**src/rtl/tiny_nn_pkg.sv**
```systemverilog
// Shared number format and helpers for the tiny-nn datapath (fp_mul, fp_div).
// No denormals: a zero exponent field always means zero.
package tiny_nn_pkg;

  localparam int FPExpWidth  = 8;
  localparam int FPMantWidth = 7;
  localparam int FPExpBias   = 2 ** (FPExpWidth - 1) - 1;

  typedef struct packed {
    logic                   sgn;
    logic [FPExpWidth-1:0]  exp;
    logic [FPMantWidth-1:0] mant;
  } fp_t;

  localparam fp_t FPZero   = '{sgn: 1'b0, exp: '0, mant: '0};
  localparam fp_t FPPosInf = '{sgn: 1'b0, exp: '1, mant: '0};
  localparam fp_t FPNegInf = '{sgn: 1'b1, exp: '1, mant: '0};
  localparam fp_t FPStdNaN = '{sgn: 1'b0, exp: '1, mant: {1'b1, {(FPMantWidth-1){1'b0}}}};

  typedef enum logic [1:0] {
    IDLE,
    DIVIDE,
    DONE
  } fp_div_state_e;

  function automatic logic is_nan(fp_t x);
    return (&x.exp) && (|x.mant);
  endfunction

  function automatic logic is_inf(fp_t x);
    return (&x.exp) && !(|x.mant);
  endfunction

  function automatic logic is_zero(fp_t x);
    return x.exp == '0;
  endfunction

endpackage

```
**src/rtl/fp_div_step.sv**
```systemverilog
// One combinational slice of the restoring mantissa divider: Bits quotient bits per call.
module fp_div_step #(
  parameter int MantW = 8,
  parameter int Bits  = 1
) (
  input  logic [MantW:0]   i_rem,
  input  logic [MantW-1:0] i_mb,
  output logic [MantW:0]   o_rem,
  output logic [Bits-1:0]  o_q
);

  logic [MantW:0] w_rem;

  // rem < 2*mb holds throughout, so the shifted remainder always fits MantW+1 bits
  always_comb begin
    w_rem = i_rem;
    o_q   = '0;
    for (int i = 0; i < Bits; i++) begin
      if (w_rem >= {1'b0, i_mb}) begin
        o_q[Bits-1-i] = 1'b1;
        w_rem = (w_rem - {1'b0, i_mb}) << 1;
      end else begin
        w_rem = w_rem << 1;
      end
    end
    o_rem = w_rem;
  end

endmodule

```
**src/rtl/fp_div.sv**
```systemverilog
// Sequential fp_t divider (a/b): truncating, no denormals, restoring mantissa core.
//   state  | meaning
//   IDLE   | ready_o=1, capture operands, classify special cases
//   DIVIDE | produce DivBitsPerCycle quotient bits per cycle
//   DONE   | valid_o=1, result held until ready_i
module fp_div
  import tiny_nn_pkg::*;
#(
  parameter int DivBitsPerCycle = 1
) (
  input  logic clk_i,
  input  logic rst_i,
  input  logic valid_i,
  output logic ready_o,
  input  fp_t  op_a_i,
  input  fp_t  op_b_i,
  output logic valid_o,
  input  logic ready_i,
  output fp_t  result_o
);

  localparam int MantW      = FPMantWidth + 1;
  localparam int Iterations = (MantW + DivBitsPerCycle - 1) / DivBitsPerCycle;
  localparam int QuotW      = Iterations * DivBitsPerCycle;
  localparam int CntW       = $clog2(Iterations);
  localparam int ExpW       = FPExpWidth + 2;
  localparam logic signed [ExpW-1:0] ExpMax = ExpW'((1 << FPExpWidth) - 1);

  fp_div_state_e r_state, w_state_nxt;

  logic [MantW:0]                 r_rem, w_rem_nxt;
  logic [MantW-1:0]               r_mb;
  logic [QuotW-1:0]               r_q, w_q_nxt;
  logic [DivBitsPerCycle-1:0]     w_q_bits;
  logic signed [ExpW-1:0]         r_exp, w_exp_init;
  logic                           r_sgn;
  logic [CntW-1:0]                r_cnt;
  fp_t                            r_result;

  logic [MantW-1:0]   w_ma, w_mb;
  logic               w_lt, w_sgn, w_special, w_last;
  fp_t                w_spec_res, w_norm_res;
  logic [FPMantWidth-1:0] w_mant;
  logic               w_unused_q;

  assign w_sgn = op_a_i.sgn ^ op_b_i.sgn;
  assign w_ma  = {1'b1, op_a_i.mant};
  assign w_mb  = {1'b1, op_b_i.mant};
  assign w_lt  = w_ma < w_mb;
  assign w_exp_init = {2'b00, op_a_i.exp} - {2'b00, op_b_i.exp}
                    + ExpW'(FPExpBias) - ExpW'(w_lt);

  always_comb begin
    w_special  = 1'b1;
    w_spec_res = FPStdNaN;
    if (is_nan(op_a_i) || is_nan(op_b_i)) begin
      w_spec_res = FPStdNaN;
    end else if ((is_inf(op_a_i) && is_inf(op_b_i)) ||
                 (is_zero(op_a_i) && is_zero(op_b_i))) begin
      w_spec_res = FPStdNaN;
    end else if (is_inf(op_a_i) || is_zero(op_b_i)) begin
      w_spec_res = w_sgn ? FPNegInf : FPPosInf;
    end else if (is_zero(op_a_i) || is_inf(op_b_i)) begin
      w_spec_res = FPZero;
    end else begin
      w_special = 1'b0;
    end
  end

  fp_div_step #(
    .MantW (MantW),
    .Bits  (DivBitsPerCycle)
  ) u_step (
    .i_rem (r_rem),
    .i_mb  (r_mb),
    .o_rem (w_rem_nxt),
    .o_q   (w_q_bits)
  );

  assign w_q_nxt    = {r_q[QuotW-DivBitsPerCycle-1:0], w_q_bits};
  assign w_last     = r_cnt == CntW'(Iterations - 1);
  // quotient MSB is the hidden one; any bits beyond the mantissa are truncated
  assign w_mant     = w_q_nxt[QuotW-2 -: FPMantWidth];
  assign w_unused_q = ^r_q[QuotW-1 -: DivBitsPerCycle];

  always_comb begin
    if (r_exp <= 0) begin
      w_norm_res = FPZero;
    end else if (r_exp >= ExpMax) begin
      w_norm_res = r_sgn ? FPNegInf : FPPosInf;
    end else begin
      w_norm_res = '{sgn: r_sgn, exp: r_exp[FPExpWidth-1:0], mant: w_mant};
    end
  end

  always_ff @(posedge clk_i or posedge rst_i) begin
    if (rst_i) r_state <= IDLE;
    else       r_state <= w_state_nxt;
  end

  always_comb begin
    w_state_nxt = r_state;
    case (r_state)
      IDLE:    if (valid_i) w_state_nxt = w_special ? DONE : DIVIDE;
      DIVIDE:  if (w_last)  w_state_nxt = DONE;
      DONE:    if (ready_i) w_state_nxt = IDLE;
      default: w_state_nxt = IDLE;
    endcase
  end

  always_comb begin
    ready_o = (r_state == IDLE);
    valid_o = (r_state == DONE);
  end

  assign result_o = r_result;

  always_ff @(posedge clk_i or posedge rst_i) begin
    if (rst_i) begin
      r_rem    <= '0;
      r_mb     <= '0;
      r_q      <= '0;
      r_exp    <= '0;
      r_sgn    <= 1'b0;
      r_cnt    <= '0;
      r_result <= FPZero;
    end else begin
      case (r_state)
        IDLE: begin
          if (valid_i) begin
            r_sgn <= w_sgn;
            r_mb  <= w_mb;
            r_rem <= w_lt ? {w_ma, 1'b0} : {1'b0, w_ma};
            r_exp <= w_exp_init;
            r_q   <= '0;
            r_cnt <= '0;
            if (w_special) r_result <= w_spec_res;
          end
        end
        DIVIDE: begin
          r_rem <= w_rem_nxt;
          r_q   <= w_q_nxt;
          r_cnt <= r_cnt + CntW'(1);
          if (w_last) r_result <= w_norm_res;
        end
        default: ;
      endcase
    end
  end

endmodule

```
**config.mk**
```make
export PLATFORM = sky130hd
export DESIGN_NAME = fp_div
export DESIGN_NICKNAME = d
export VERILOG_FILES = /design/src/rtl/tiny_nn_pkg.sv /design/src/rtl/fp_div_step.sv /design/src/rtl/fp_div.sv
export SDC_FILE = /design/constraint.sdc
export NUM_CORES = 1
export LEC_CHECK = 0
export BUFFER_PORTS_ARGS = -buffer_cell sky130_fd_sc_hd__buf_2
export CAP_MARGIN = 20
export CELL_PAD_IN_SITES_DETAIL_PLACEMENT = 0
export CELL_PAD_IN_SITES_GLOBAL_PLACEMENT = 1
export CORE_UTILIZATION = 49
export CTS_BUF_LIST = sky130_fd_sc_hd__clkbuf_4
export DETAILED_ROUTE_END_ITERATION = 12
export GPL_ROUTABILITY_DRIVEN = 0
export PLACE_DENSITY_LB_ADDON = 0.1
export SLEW_MARGIN = 5
export SYNTH_ARGS = -nofsm -noshare
export SYNTH_HDL_FRONTEND = slang
export SYNTH_HIERARCHICAL = 1
export SYNTH_SLANG_ARGS = --single-unit
export TNS_END_PERCENT = 20
```
**constraint.sdc**
```tcl
create_clock -name clk_i -period 4.2 [get_ports clk_i]
set_input_delay 0.84 -clock clk_i [delete_from_list [all_inputs] [get_ports clk_i]]
set_output_delay 0.84 -clock clk_i [all_outputs]
set_load 0.05 [all_outputs]
```
==> reports/results.ini <==
[run_status]
status = finished clean

[yosys]
syn-cell-area_mm2 = 0.00386
synth-edff-count = 0
ys_seq_area_share_pct = 35.7
synth_warnings = 6
syn_inst = 421
ys.flop_type = dfrtp_1
synth.avg_cell_area_um2 = 9.17
synth_area_leaders = dfrtp_1 (36%), ha_1 (10%), nand2_1 (4.5%)
ys_ff_latch = 55
synth-async-reset-ratio_pct = 100
synth_top_cell_area_share_pct = 35.7
synth_fp_nets = 492
synth_cell_types = 67
synth_top_cell_by_area = dfrtp_1

[hold_path]
hold_class = input pin to asynchronous set/reset pin

[placement]
hpwl_um = 6420
place_ws_ns = 0.0536
dpl-instance-area_mm2 = 0.00418
io_buffers = 53

[die]
io_pins = 54
core_area_mm2 = 0.00745
die_w_um = 90.8
rows = 31
fp.dieH_um = 90.8
start_util_pct = 51.8
die-area_mm2 = 0.00824

[grt]
grt_pass1_wl_um = 14200
gr-total-overflow = 0
grt_max_degree = 41
antenna_found_initial = 0
grt_pass1_vias = 3013
grt_util_all_layers_pct = 20.8

[power]
p_int_mw = 1.64
max-vdd-ir-drop_uv = 374
leakage_nw = 2.05
power_switching_mw = 1.57
swShare_pct = 48.9
power.density_mw_per_mm2 = 758
seq_power_share_pct = 29.6
p_total_mw = 3.22
pwr-share-comb_pct = 63.2
pwr-share-clk_pct = 7.2

[final_layout]
nNetsFinal = 538
final_cell_mix = dfrtp_1 (55), buf_2 (53), nand2_1 (46)
syn2layout_area_growth_pct = 9.85
layout-drive-gt1-share_pct = 18.2
final_area_mm2 = 0.00424
final_common_cell = dfrtp_1
diodes = 0
nFillCells = 751

[worst_setup_path]
cp_data_required_time_ns = 4.46
start_kind = input pin
cp_max_fo = 4
end_kind = flip-flop
critPathKind = input pin to flip-flop
arrival_ns = 4.05

[timing]
max_freq_mhz = 264
setup_violations = 0
tightest_slew_ns = 0.687
layout_min_cycle_time_ns = 3.79
tns_ns = 0
slew_violations = 0
min_period_over_period_pct = 90.2
finalHoldViolations = 0
clock_skew_ns = 0.0240
relSlewSlack_pct = 53.8
setup_slack_ns = 0.410
grt_setup_unrepaired = false

[clocking]
h-tree-depth = 2
cts_setup_buffers = 0
clock-sinks = 55
cts_tree = done
cts_buffers = 5
cts.repair.resized = 0
clockRootBuffer = clkbuf_4
cts_buffer_depth = 2
path_clk_slew_ns = 0.15
hold_buffers = 0
clock_latency_ns = 0.38

[drt]
firstDrtPassIters = 4
vias_per_cell = 5.54
vias = 3140
drcViolationCount = 0
wl_um = 8070
drt_iter0_drc = 135
ant_nets = 0
wire_per_inst_um = 14.2

[job]
drv_cap = 0

-- routing by layer --
metal  vias to the layer above  wire, um  global-route usage (%)  share of wire (%)
li1                       1602         -                       -                  -
met1                      1457      4270                    31.2                 53
met2                        75      3430                    32.5                 42
met3                         6       312                    2.61                3.9
met4                         0        61                    3.63               0.76
met5                         -         0                       0                  0
-- cells by family after synthesis --
kind of cell | Yosys count | synth area share [%]
fa+ha+maj | 35 | 11.9
other cells | 1 | 0.0972
mux | 14 | 3.79
compound gates | 119 | 22.2
simple gates | 121 | 16.1
flops | 55 | 35.7
xor+xnor | 17 | 3.86
buf+inv | 59 | 6.39
-- power by group through the flow --
stage          combinational (mW)  sequential (mW)  clock, mW
2_1_floorplan                1.45             1.15          0
3_3_place_gp                 2.00            0.956          0
3_5_place_dp                 2.04            0.967          0
4_1_cts                      2.05            0.954      0.239
5_1_grt                      2.26            0.992      0.257
6_report                     2.03            0.953      0.231
-- through the flow --
step | std cells | utilization [%] | hold WS (ns)
after CTS | 567 | 56.9 | 0.445
after global placement | 559 | 56.2 | 0.452
after global routing | 567 | 56.9 | 0.457
final | 567 | 56.9 | 0.440
after floorplan | 421 | - | 0.435
after detailed placement | 559 | 56.2 | 0.457
-- final timing paths --
| check | start | to | slack (ns) | cells after the start |
|---|---|---|---|---|
| hold reg to reg | r_mb[7] | r_mb[7] | 0.49 | 1 |
| min in group clk_i | r_mb[7] | r_mb[7] | 0.49 | 1 |
| setup reg to reg | r_rem[3] | r_rem[4] | 1.79 | 8 |
| max in group asynchronous | rst_i | r_state[0] | 2.94 | 3 |
| hold / removal | rst_i | result_o[14] | 0.44 | 2 |
| setup / recovery | op_a_i[4] | r_exp[9] | 0.41 | 16 |
-- registers in the layout, indices dropped and copies added, names as in the netlist --
register,cells
result_o,16
r_exp,10
r_rem,9
r_mb,8
r_q,6
r_cnt,3
r_state,2
r_sgn,1
-- cell usage after synthesis, drive strengths merged, types with 2 or more instances --
| cell type | n |
|---|---|
| fa | 3 |
| ha | 32 |
| clkbuf | 7 |
| xnor2 | 6 |
| nand2b | 4 |
| and3 | 2 |
| nor2b | 4 |
| o22ai | 3 |
| a31oi | 4 |
| mux2 | 5 |
| a41oi | 2 |
| buf | 10 |
| xor2 | 11 |
| o21bai | 3 |
| o21a | 10 |
| or2 | 5 |
| or4 | 2 |
| mux2i | 9 |
| nor4 | 8 |
| nor3 | 13 |
| o31ai | 4 |
| nor3b | 2 |
| a22oi | 9 |
| dfrtp | 55 |
| o21ai | 34 |
| a22o | 4 |
| nand3 | 6 |
| a211oi | 2 |
| o22a | 8 |
| a21o | 11 |
| a21oi | 13 |
| nand2 | 47 |
| nand4 | 7 |
| inv | 42 |
| nor2 | 15 |
| a32oi | 2 |
-- critical path, stage by stage --
cell	delay [ns]
buf_2	0.12
ha_1	0.31
a21o_1	0.19
a21o_1	0.18
a211o_1	0.30
a31oi_4	0.17
inv_1	0.09
ha_1	0.18
ha_1	0.21
fa_1	0.41
a21o_1	0.18
a21oi_1	0.23
o21bai_1	0.09
a21oi_1	0.22
nor2b_1	0.07
o41ai_1	0.24
-- layout make-up --
type	count	area, um^2	area share [%]
Sequential cell	55	1380	32.5
Inverter	42	158	3.72
Timing Repair Buffer	56	288	6.79
Tap cell	99	124	2.92
Clock inverter	3	20.0	0.472
Clock buffer	5	37.5	0.885
Multi-Input combinational cell	307	2240	52.8
Note: power is estimated with default switching activity, not from simulation.
